[src/rtl/bus_arbiter_if.sv]
// Signal bundle between the two-core bus arbiter and its requesters.
// Stats counters exist only when BUS_ARB_STATS_EN is defined.
interface bus_arbiter_if;
  logic       req_core1;
  logic       req_core2;
  logic       l2_busy;
  logic       grant_core1;
  logic       grant_core2;
  logic [1:0] owner_id;
  logic       bus_idle;
  logic       preempt;
`ifdef BUS_ARB_STATS_EN
  logic [31:0] grant_cnt1;
  logic [31:0] grant_cnt2;
  logic [15:0] preempt_cnt;

  modport master (
    input  req_core1, req_core2, l2_busy,
    output grant_core1, grant_core2, owner_id, bus_idle, preempt,
    output grant_cnt1, grant_cnt2, preempt_cnt
  );

  modport slave (
    output req_core1, req_core2, l2_busy,
    input  grant_core1, grant_core2, owner_id, bus_idle, preempt,
    input  grant_cnt1, grant_cnt2, preempt_cnt
  );
`else
  modport master (
    input  req_core1, req_core2, l2_busy,
    output grant_core1, grant_core2, owner_id, bus_idle, preempt
  );

  modport slave (
    output req_core1, req_core2, l2_busy,
    input  grant_core1, grant_core2, owner_id, bus_idle, preempt
  );
`endif
endinterface

[src/rtl/bus_arbiter.sv]
// Round-robin two-core snoop/L2 bus arbiter with hold-limit preemption and a dead turnaround cycle.
// Optional grant/preempt statistics counters are enabled by defining BUS_ARB_STATS_EN.
module bus_arbiter #(
  parameter int unsigned MAX_HOLD = 16,
  parameter int unsigned CNT_W    = 5
) (
  input  logic          i_clk,
  input  logic          i_reset,
  bus_arbiter_if.master bus
);

  typedef enum logic [1:0] {StIdle, StOwn1, StOwn2, StTurn} state_e;

  localparam logic [CNT_W-1:0] MaxHold = CNT_W'(MAX_HOLD);
  localparam logic [CNT_W-1:0] CntOne  = CNT_W'(1);

  state_e           r_state, w_state_d;
  logic [CNT_W-1:0] r_cnt, w_cnt_d;
  logic             r_rr, w_rr_d;
  logic             r_preempt, w_preempt_d;

  always_ff @(posedge i_clk or negedge i_reset) begin
    if (!i_reset) begin
      r_state   <= StIdle;
      r_cnt     <= '0;
      r_rr      <= 1'b0;
      r_preempt <= 1'b0;
    end else begin
      r_state   <= w_state_d;
      r_cnt     <= w_cnt_d;
      r_rr      <= w_rr_d;
      r_preempt <= w_preempt_d;
    end
  end

  always_comb begin
    w_state_d   = r_state;
    w_cnt_d     = r_cnt;
    w_rr_d      = r_rr;
    w_preempt_d = 1'b0;
    unique case (r_state)
      StIdle: begin
        // r_rr = 0 favours core1 on a tie, r_rr = 1 favours core2
        if (!bus.l2_busy) begin
          if (bus.req_core1 && (!bus.req_core2 || !r_rr)) begin
            w_state_d = StOwn1;
            w_cnt_d   = CntOne;
            w_rr_d    = 1'b1;
          end else if (bus.req_core2) begin
            w_state_d = StOwn2;
            w_cnt_d   = CntOne;
            w_rr_d    = 1'b0;
          end
        end
      end
      StOwn1: begin
        if (r_cnt != MaxHold) w_cnt_d = r_cnt + CntOne;
        if (!bus.l2_busy) begin
          if (!bus.req_core1) begin
            w_state_d = StTurn;
          end else if ((r_cnt == MaxHold) && bus.req_core2) begin
            w_state_d   = StTurn;
            w_preempt_d = 1'b1;
          end
        end
      end
      StOwn2: begin
        if (r_cnt != MaxHold) w_cnt_d = r_cnt + CntOne;
        if (!bus.l2_busy) begin
          if (!bus.req_core2) begin
            w_state_d = StTurn;
          end else if ((r_cnt == MaxHold) && bus.req_core1) begin
            w_state_d   = StTurn;
            w_preempt_d = 1'b1;
          end
        end
      end
      StTurn: begin
        w_state_d = StIdle;
        w_cnt_d   = '0;
      end
      default: begin
        w_state_d = StIdle;
        w_cnt_d   = '0;
      end
    endcase
  end

  // All outputs are pure decodes of flops, so reset clears them without waiting for a clock.
  assign bus.grant_core1 = (r_state == StOwn1);
  assign bus.grant_core2 = (r_state == StOwn2);
  assign bus.owner_id    = {bus.grant_core2, bus.grant_core1};
  assign bus.bus_idle    = (r_state == StIdle);
  assign bus.preempt     = r_preempt;

`ifdef BUS_ARB_STATS_EN
  logic [31:0] r_grant_cnt1;
  logic [31:0] r_grant_cnt2;
  logic [15:0] r_preempt_cnt;
  logic        w_own1_entry;
  logic        w_own2_entry;

  assign w_own1_entry = (r_state == StIdle) && (w_state_d == StOwn1);
  assign w_own2_entry = (r_state == StIdle) && (w_state_d == StOwn2);

  always_ff @(posedge i_clk or negedge i_reset) begin
    if (!i_reset) begin
      r_grant_cnt1  <= '0;
      r_grant_cnt2  <= '0;
      r_preempt_cnt <= '0;
    end else begin
      if (w_own1_entry) r_grant_cnt1 <= r_grant_cnt1 + 32'd1;
      if (w_own2_entry) r_grant_cnt2 <= r_grant_cnt2 + 32'd1;
      if (w_preempt_d)  r_preempt_cnt <= r_preempt_cnt + 16'd1;
    end
  end

  assign bus.grant_cnt1  = r_grant_cnt1;
  assign bus.grant_cnt2  = r_grant_cnt2;
  assign bus.preempt_cnt = r_preempt_cnt;
`endif

endmodule

[src/flat_wrapper.sv]
// flat-port wrapper written by rule: the top's interface ports become plain ports
module bus_arbiter_flat 
#(
  parameter int unsigned MAX_HOLD = 16,
  parameter int unsigned CNT_W    = 5
)
  (i_clk, i_reset, bus_req_core1, bus_req_core2, bus_l2_busy, bus_grant_core1, bus_grant_core2, bus_owner_id, bus_bus_idle, bus_preempt);
  bus_arbiter_if bus_i ();
  input  logic i_clk;
  input  logic i_reset;
  input wire logic [$bits(bus_i.req_core1)-1:0] bus_req_core1;
  input wire logic [$bits(bus_i.req_core2)-1:0] bus_req_core2;
  input wire logic [$bits(bus_i.l2_busy)-1:0] bus_l2_busy;
  output wire logic [$bits(bus_i.grant_core1)-1:0] bus_grant_core1;
  output wire logic [$bits(bus_i.grant_core2)-1:0] bus_grant_core2;
  output wire logic [$bits(bus_i.owner_id)-1:0] bus_owner_id;
  output wire logic [$bits(bus_i.bus_idle)-1:0] bus_bus_idle;
  output wire logic [$bits(bus_i.preempt)-1:0] bus_preempt;
  assign bus_i.req_core1 = bus_req_core1;
  assign bus_i.req_core2 = bus_req_core2;
  assign bus_i.l2_busy = bus_l2_busy;
  assign bus_grant_core1 = bus_i.grant_core1;
  assign bus_grant_core2 = bus_i.grant_core2;
  assign bus_owner_id = bus_i.owner_id;
  assign bus_bus_idle = bus_i.bus_idle;
  assign bus_preempt = bus_i.preempt;
  bus_arbiter #(.MAX_HOLD(MAX_HOLD), .CNT_W(CNT_W)) u_core (.i_clk(i_clk), .i_reset(i_reset), .bus(bus_i));
endmodule
[config.mk]
export PLATFORM = sky130hd
export DESIGN_NAME = bus_arbiter_flat
export DESIGN_NICKNAME = d
export VERILOG_FILES = /design/src/rtl/bus_arbiter_if.sv /design/src/rtl/bus_arbiter.sv /design/src/flat_wrapper.sv
export SDC_FILE = /design/constraint.sdc
export NUM_CORES = 1
export LEC_CHECK = 0
export ABC_AREA = 1
export ABC_CLOCK_PERIOD_IN_PS = 1300
export CAP_MARGIN = 20
export CORE_AREA = 3 3 44 46
export DETAILED_ROUTE_END_ITERATION = 8
export DIE_AREA = 0 0 47 49
export MAX_ROUTING_LAYER = met4
export PLACE_DENSITY = 0.81
export SETUP_SLACK_MARGIN = 0.4
export SLEW_MARGIN = 20
export SYNTH_ARGS = -nofsm -noshare
export SYNTH_HDL_FRONTEND = slang
export SYNTH_SLANG_ARGS = --single-unit
[constraint.sdc]
create_clock -name i_clk -period 1.3 [get_ports i_clk]
set_input_delay 0.195 -clock i_clk [delete_from_list [all_inputs] [get_ports i_clk]]
set_output_delay 0.195 -clock i_clk [all_outputs]
set_load 0.02 [all_outputs]
# Word-level counts from Yosys, hierarchy flattened
# Index checks and enable logic that the tools add are counted.
[op_classes] bitwise=1 reduce_logical=12 add_sub_neg=1 mux=24 n_eq_ne=12
[ops] cell="$mux W5" count=4
[ops] cell="$mux W2" count=9
[ops] cell="$pmux W5 S3" count=1
[ops] cell="$ne A3 B2 Y1 const B" count=3
[ops] cell="$mux W1" count=8
[ops] cell="$pmux W2 S4" count=1
[ops] cell="$ne A2 B2 Y1 const B" count=3
[ops] cell="$reduce_and A3 Y1" count=2
[ops] cell="$reduce_and A6 Y1" count=1
[ops] cell="$add A5 B1 Y5 const B" count=1
[ops] cell="$eq A5 B5 Y1 const B" count=1
[ops] cell="$ne A5 B5 Y1 const B" count=1
[ops] cell="$eq A2 B2 Y1 const B" count=2
[ops] cell="$logic_and A1 B1 Y1" count=3
[ops] cell="$eq A2 B1 Y1 const B" count=1
[ops] cell="$logic_not A1 Y1" count=2
[ops] cell="$logic_not A2 Y1" count=1
[ops] cell="$ne A2 B1 Y1 const B" count=1
[ops] cell="$pmux W1 S2" count=1
[ops] cell="$reduce_bool A2 Y1" count=1
[ops] cell="$reduce_or A2 Y1" count=1
[ops] cell="$logic_or A1 B1 Y1" count=1
[ops] cell="$not A1 Y1" count=1
[totals] out_inout_bits=6 word_cells=54 input_bits=5 register_bits=9

# Depth between registers and ports, before layout
# Gate-level depths: netlist of run 1.
[depth] ltp_word=6 mapped_depth=9 ltp_nobuf=9

# Worst setup path after synthesis of run 1
# OpenSTA, ideal clock, no wires.
[synth_path] path_type="register to register" start="register u_core.r_state[0]" end="register u_core.r_state[0]" path_buffers=0 t_required_ns=1.182 path_stages_with_launch=9 period_less_slack_ns=1.348 arrival_time_ns=1.230 slack_ns=-0.048 setup_ns=0.118 cell_sequence="dfrtp_1 inv_1 ha_1 nor2_1 nor2_1 nor2_4 nand3_2 nand2_1 nand2_1"
[synth_between] elab_chain_cells=3 elab_cells_between_ends=12 cone_classes="eq/ne: 9; mux: 1; reduce/logical: 2"
[synth_lines] element="from (decl)" line_no="bus_arbiter.sv:17" source="state_e r_state, w_state_d;"
[synth_lines] element="from (signal assigned)" line_no="bus_arbiter.sv:24" source="r_state <= StIdle;"
[synth_lines] element="from (signal assigned)" line_no="bus_arbiter.sv:29" source="r_state <= w_state_d;"
[synth_lines] element="$eq A2 B2 Y1 *"
[synth_lines] element="named net bus_grant_core2" line_no="flat_wrapper.sv:15" source="output wire logic [$bits(bus_i.grant_core2)-1:0] bus_grant_core2;"
[synth_lines] element="$ne A3 B2 Y1 (no line) or $ne A2 B2 Y1 (tied branches)"
[synth_lines] element="$reduce_and A6 Y1 (no line)"
# Mark *: on every way through the listed nets, which the timed path passes. The rest lies on a longest branch.
# A chain may end at the register's enable or synchronous reset.

# Worst setup path in the final report of run 1
[layout_path] start="register u_core.r_state[1]" end="output bus_grant_core2"
[layout_between] elab_chain_cells=1
[layout_lines] element="$eq A2 B2 Y1" line_no="bus_arbiter.sv:91" source="assign bus.grant_core2 = (r_state == StOwn2);"
[layout_lines] element="to (decl)" line_no="flat_wrapper.sv:15"
# No other way between the ends.

==> impl_metrics.csv, run 1 <==
group,metric,value,unit
synthesis,syn_area_per_cell,7.390,µm²
cts,ctsHoldBuffers,0,
power,p_sw,1.166,mW
cts,cts_tree,"built",
global_routing,grt_max_degree,10,
drt,drt_wl_total,1.939,mm
global_routing,grtUsageTotal,0.1953,
critical_path,worstSetupStartpointType,"register",
floorplan,dieArea,0.002303,mm²
status,violations,"negative setup slack",
placement,dpl.hpwl,1.348,mm
power,p_comb_frac,0.737,
sta,min_period_over_period,1.097,
cts,cts.sinks,9,
drt,drc,0,
drt,drt-vias-per-instance,5.483,
drt,drt_iter0_markers,38,
final_layout,design_area,0.001132,mm²
power,clkPwrFrac,0.088,
power,total_power,2.575,mW
critical_path,critPathRequiredTime,1.11,ns
cts,cts_max_level,1,
global_routing,grt_first_pass_wirelength,3.222,mm
synthesis,synth_seq_area_share,0.3175,
sta,fmaxAchievable,0.7015,GHz
placement,port_buffers,10,
critical_path,critPathKind,"register to primary output",
final_layout,fill_cells,107,
synthesis,synth-seq-cells,9,
drt,ant_nets,0,
final_layout,finalNonFillerCells,143,
synthesis,ys_warn_count,0,
flow_run,cap_violations,0,
final_layout,diodes,0,
floorplan,initial_core_util,0.4602,
hold_path,hold_path.class,"input port to async pin",
sta,worst_slew_pin_slew,0.4231,ns
sta,hold_violations,0,
power,switching_share,0.4526,
cts,clock_path_buffers,2,
sta,finalSetupViolations,4,
power,cellPowerDensity,2274,mW/mm²
global_routing,antenna_found_initial,0,
floorplan,die_w,47,µm
floorplan,coreArea,0.001541,mm²
critical_path,endpoint_kind,"primary output",
power,p_seq_frac,0.175,
final_layout,layout-drive-gt1-share,0.4567,
sta,rsz0062_at_grt,"true",
placement,placed_area,975.9,µm²
cts,clock-root-buffer,"clkbuf_4",
sta,min_period,1.426,ns
synthesis,synth_nets,107,
placement,dp_cells,133,
floorplan,num_rows,14,
final_layout,regArea,226.5,µm²
critical_path,cp_max_fo,3,
final_layout,multi_input_area,535.5,µm²
floorplan,die_height,49,µm
placement,gp_congestion,0.8310,
global_routing,gr-total-overflow,0,
sta,final_max_slew_viol_count,0,
status,outcome,"finished, violations left",
sta,max_slew_margin,0.7171,
sta,setup_slack,-0.1256,ns
synthesis,yosysUniqueCellTypes,21,
global_routing,grt_pass1_vias,759,
cts,clk_pin_slew,0.07,ns
power,irDropWorstVdd,1.484,mV
floorplan,boundaryPins,11,
synthesis,netlist_instances,96,
synthesis,syn_area,709.4,µm²
final_layout,finalNetCount,139,
sta,finClkSkew,0.007220,ns
cts,worst_skew_pair.late_latency,0.27,ns
sta,hold_ws,0.2255,ns
final_layout,layout_common_cells,"29 x nand2_1, 13 x buf_4, 11 x buf_6, 8 x inv_1, 8 x dfrtp_1",
drt,wl_per_cell,13.56,µm
drt,num_vias,784,
sta,fin_setup_tns,-0.3785,ns
power,p_int,1.409,mW
final_layout,areaGrowthSynthToFinish,59.61,%
critical_path,worstPathArrival,1.23,ns
cts,cts_inserted_buffers,3,
final_layout,layout_commonest_cell,"nand2_1",
drt,drtPass1Iterations,5,
power,p_leak,0.5430,nW
==> final timing paths <==
path	start	end	slack, ns	cells past startpoint
setup reg to reg	u_core.r_state[1]$_DFFE_PN0P_	u_core.r_state[1]$_DFFE_PN0P_	-0.11	9
min in group i_clk	u_core.r_rr$_DFFE_PN0P_	u_core.r_rr$_DFFE_PN0P_	0.52	2
setup / recovery	u_core.r_state[1]$_DFFE_PN0P_	bus_grant_core2	-0.13	4
hold reg to reg	u_core.r_rr$_DFFE_PN0P_	u_core.r_rr$_DFFE_PN0P_	0.52	2
max in group asynchronous	i_reset	u_core.r_state[0]$_DFFE_PN0P_	0.76	1
hold / removal	i_reset	u_core.r_cnt[3]$_DFFE_PN0P_	0.23	1
==> logic make-up after synthesis <==
| family | share of synthesized area |
|---|---|
| flip-flops | 0.3175 |
| AND/OR/NAND/NOR | 0.4092 |
| buffers and inverters | 0.1111 |
| adder cells (fa/ha/maj) | 0.1058 |
| AO/OA/AOI/OAI | 0.05643 |
==> worst max-delay path, stage by stage, from the launching register on <==
cell	delay, ns
dfrtp_1	0.40
buf_6	0.13
ha_4	0.16
buf_4	0.14
buf_6	0.12
==> layout make-up <==
type | instances | share of cell area
repair buffers | 29 | 0.2354
flip-flops and latches | 9 | 0.2000
multi-input cells | 71 | 0.4729
well taps | 16 | 0.01768
clock buffers | 4 | 0.02320
inverters | 14 | 0.05083
==> cells in the mapped netlist, drive strengths merged <==
master	instances	area, µm²
a21oi	1	5.000
buf	3	26.27
dfrtp	9	225.2
ha	6	75.07
inv	14	52.55
nand2	33	133.9
nand3	11	75.07
nand4	5	31.28
nor2	6	37.53
nor4	1	6.260
o211ai	1	7.510
o21ai	4	20.01
o21bai	1	7.510
or2	1	6.260
==> timing repair <==
action / CTS / global route
gates resized for setup: 44 / 11
pin swaps: 4 / 3
hold endpoints to repair: 0 / 0
cloned: 1 / 0
setup buffers: 2 / 3
endpoints found under the setup margin: 15 / 15
==> power groups by stage <==
| stage | clock network [mW] | registers [mW] | logic, mW |
|---|---|---|---|
| after global routing | 0.240 | 0.461 | 2.05 |
| after detailed placement | 0 | 0.443 | 1.45 |
| after floorplan | 0 | 0.427 | 1.02 |
| final | 0.226 | 0.451 | 1.90 |
| after global placement | 0 | 0.435 | 1.41 |
| after CTS | 0.228 | 0.441 | 1.68 |
==> stage by stage <==
stage                     setup WS, ns  utilization
after floorplan                0.08944            -
after global placement         -0.1571       0.6331
after detailed placement       -0.1854       0.6331
after CTS                     -0.09545       0.6924
after global routing           -0.1811       0.7346
final                          -0.1256       0.7346
==> layer usage <==
metal  up-vias  wire, µm  share of wire  track usage
li1        373         -              -            -
met1       345       723           0.37       0.2262
met2        50       952           0.49       0.2986
met3        16       174          0.090      0.06273
met4         0        89          0.046      0.08756
met5         -         0              0            -
==> sequential cells by signal (all words and copies together), names as in the netlist <==
register	flops
u_core.bus.preempt	1
u_core.r_cnt	5
u_core.r_rr	1
u_core.r_state	2
(Power assumes the default switching activity.)
==> inputs of run 2 (changes only) <==
- CELL_PAD_IN_SITES_DETAIL_PLACEMENT: unset -> 0
- CELL_PAD_IN_SITES_GLOBAL_PLACEMENT: unset -> 1
- CORE_AREA: 3 3 44 46 -> 3 3 51 53
- DIE_AREA: 0 0 47 49 -> 0 0 54 56
==> impl_metrics.csv, run 2 (same netlist as run 1, synthesis figures left out) <==
group,metric,value,unit
status,outcome,"finished, violations left",
status,violations,"negative setup slack",
critical_path,r2r_cells,9,
sta,rsz0062_at_grt,"true",
final_layout,largest_reg_flops,5,
drt,drtPass1Iterations,4,
power,p_leak,0.5969,nW
global_routing,grt_pass1_vias,747,
sta,final_max_slew_viol_count,0,
cts,cts_tree,"built",
critical_path,worstSetupStartpointType,"register",
sta,finalSetupViolations,10,
global_routing,gr-total-overflow,0,
power,irDropWorstVdd,1.430,mV
final_layout,areaGrowthSynthToFinish,77.95,%
critical_path,critPathRequiredTime,1.11,ns
drt,drt_iter0_markers,15,
final_layout,layout_common_cells,"28 x nand2_1, 21 x buf_4, 11 x buf_6, 8 x dfrtp_1, 7 x inv_1",
sta,finClkSkew,0.0009483,ns
final_layout,diodes,0,
cts,clock-root-buffer,"clkbuf_4",
critical_path,worstReg2RegEnd,"u_core.r_state[0]$_DFFE_PN0P_",
final_layout,layout-drive-gt1-share,0.5333,
final_layout,top_register,"u_core.r_cnt",
final_layout,reg_top3,"u_core.r_cnt (5), u_core.r_state (2)",
cts,clk_pin_slew,0.07,ns
placement,port_buffers,10,
sta,hold_violations,0,
placement,placed_area,0.001028,mm²
floorplan,die_w,54,µm
critical_path,cp_max_fo,3,
floorplan,boundaryPins,11,
drt,drt-vias-per-instance,4.675,
critical_path,cp_common_cell,"buf_6",
sta,max_slew_margin,0.6873,
sta,fin_setup_tns,-0.4492,ns
cts,worst_skew_pair.late_latency,0.27,ns
placement,dpl.hpwl,1.356,mm
drt,ant_nets,0,
global_routing,grt_max_degree,10,
critical_path,critPathKind,"register to primary output",
global_routing,grtUsageTotal,0.1402,
drt,num_vias,762,
critical_path,cp_cell_sequence,"buf_6, ha_4, buf_4, buf_6",
sta,hold_ws,0.2465,ns
critical_path,critPathMaxStageDelay,0.41,ns
power,cellPowerDensity,2260,mW/mm²
final_layout,finalNetCount,147,
floorplan,num_rows,17,
critical_path,endpoint_kind,"primary output",
floorplan,initial_core_util,0.3238,
drt,wl_per_cell,12.27,µm
floorplan,dieArea,0.003024,mm²
sta,min_period_over_period,1.082,
cts,clock_path_buffers,2,
sta,worst_slew_pin_slew,0.4676,ns
critical_path,r2r_slack,-0.10,ns
sta,min_period,1.407,ns
sta,fmaxAchievable,0.7108,GHz
global_routing,grt_first_pass_wirelength,3.201,mm
placement,gp_congestion,0.8279,
power,total_power,2.853,mW
cts,cts_max_level,1,
sta,setup_slack,-0.1069,ns
critical_path,crit_slowest_cell,"dfrtp_1",
flow_run,cap_violations,0,
drt,drc,0,
drt,drt_wl_total,2.000,mm
global_routing,antenna_found_initial,0,
critical_path,worstPathArrival,1.21,ns
final_layout,layout_commonest_cell,"nand2_1",
floorplan,coreArea,0.002191,mm²
hold_path,hold_path.class,"input port to async pin",
final_layout,design_area,0.001262,mm²
critical_path,r2r_start,"u_core.r_state[1]$_DFFE_PN0P_",
cts,cts_inserted_buffers,3,
cts,cts.sinks,9,
floorplan,die_height,56,µm
-- run 2: metal layers --
metal | vias up | part of all wire | routed length (µm) | track usage
li1 | 390 | - | - | -
met1 | 356 | 0.41 | 824 | 0.1756
met2 | 12 | 0.56 | 1117 | 0.2353
met3 | 4 | 0.018 | 36 | 0.01609
met4 | 0 | 0.011 | 21 | 0.03203
met5 | - | 0 | 0 | -
-- run 2: layout make-up --
cell class                      count  area (µm²)
Fill cell                         187       928.4
Multi-Input combinational cell     71       578.1
Clock buffer                        4       26.28
Tap cell                           28       35.03
Timing Repair Buffer               37       341.6
Sequential cell                     9       226.5
Inverter                           14       55.05
-- run 2: what timing repair did --
| item | 4_1_cts | 5_1_grt |
|---|---|---|
| setup buffers | 3 | 5 |
| resized for setup | 50 | 14 |
| pin swaps | 7 | 7 |
| endpoints found under the hold margin | 0 | 0 |
| hold buffers | 0 | 0 |
| cloned | 1 | 0 |
| setup endpoints to repair | 15 | 15 |
-- run 2: per-stage QoR --
step	utilization	cells	worst slack [ns]
6_report	0.5762	163	-0.1069
3_3_place_gp	0.4694	150	-0.1205
4_1_cts	0.5271	158	-0.09773
5_1_grt	0.5762	163	-0.1710
2_1_floorplan	-	96	0.08944
3_5_place_dp	0.4694	150	-0.1540
-- run 2: critical path: cells and delay by family, from the launching register on --
kind | cells | cell delay [ns]
flops | 1 | 0.41
fa+ha+maj | 1 | 0.15
buf+inv | 3 | 0.38
-- run 2: worst max path at each step --
stage	startpoint	endpoint	depth (start not counted)
finish	u_core.r_state[0]$_DFFE_PN0P_	bus_grant_core1	4
global route	u_core.r_state[0]$_DFFE_PN0P_	u_core.r_state[0]$_DFFE_PN0P_	9
CTS	u_core.r_state[1]$_DFFE_PN0P_	u_core.r_state[0]$_DFFE_PN0P_	9
detailed placement	u_core.r_state[0]$_DFFE_PN0P_	bus_grant_core2	3
global placement	u_core.r_state[0]$_DFFE_PN0P_	bus_owner_id[1]	3
floorplan	u_core.r_state[0]$_DFFE_PN0P_	u_core.r_cnt[3]$_DFFE_PN0P_	7
-- run 2: power by group --
part / total [mW] / internal, mW / switching [mW]
sequential: 0.440 / 0.359 / 0.0807
clock: 0.235 / 0.119 / 0.116
combinational: 2.18 / 1.14 / 1.04
total: 2.85 / 1.62 / 1.24
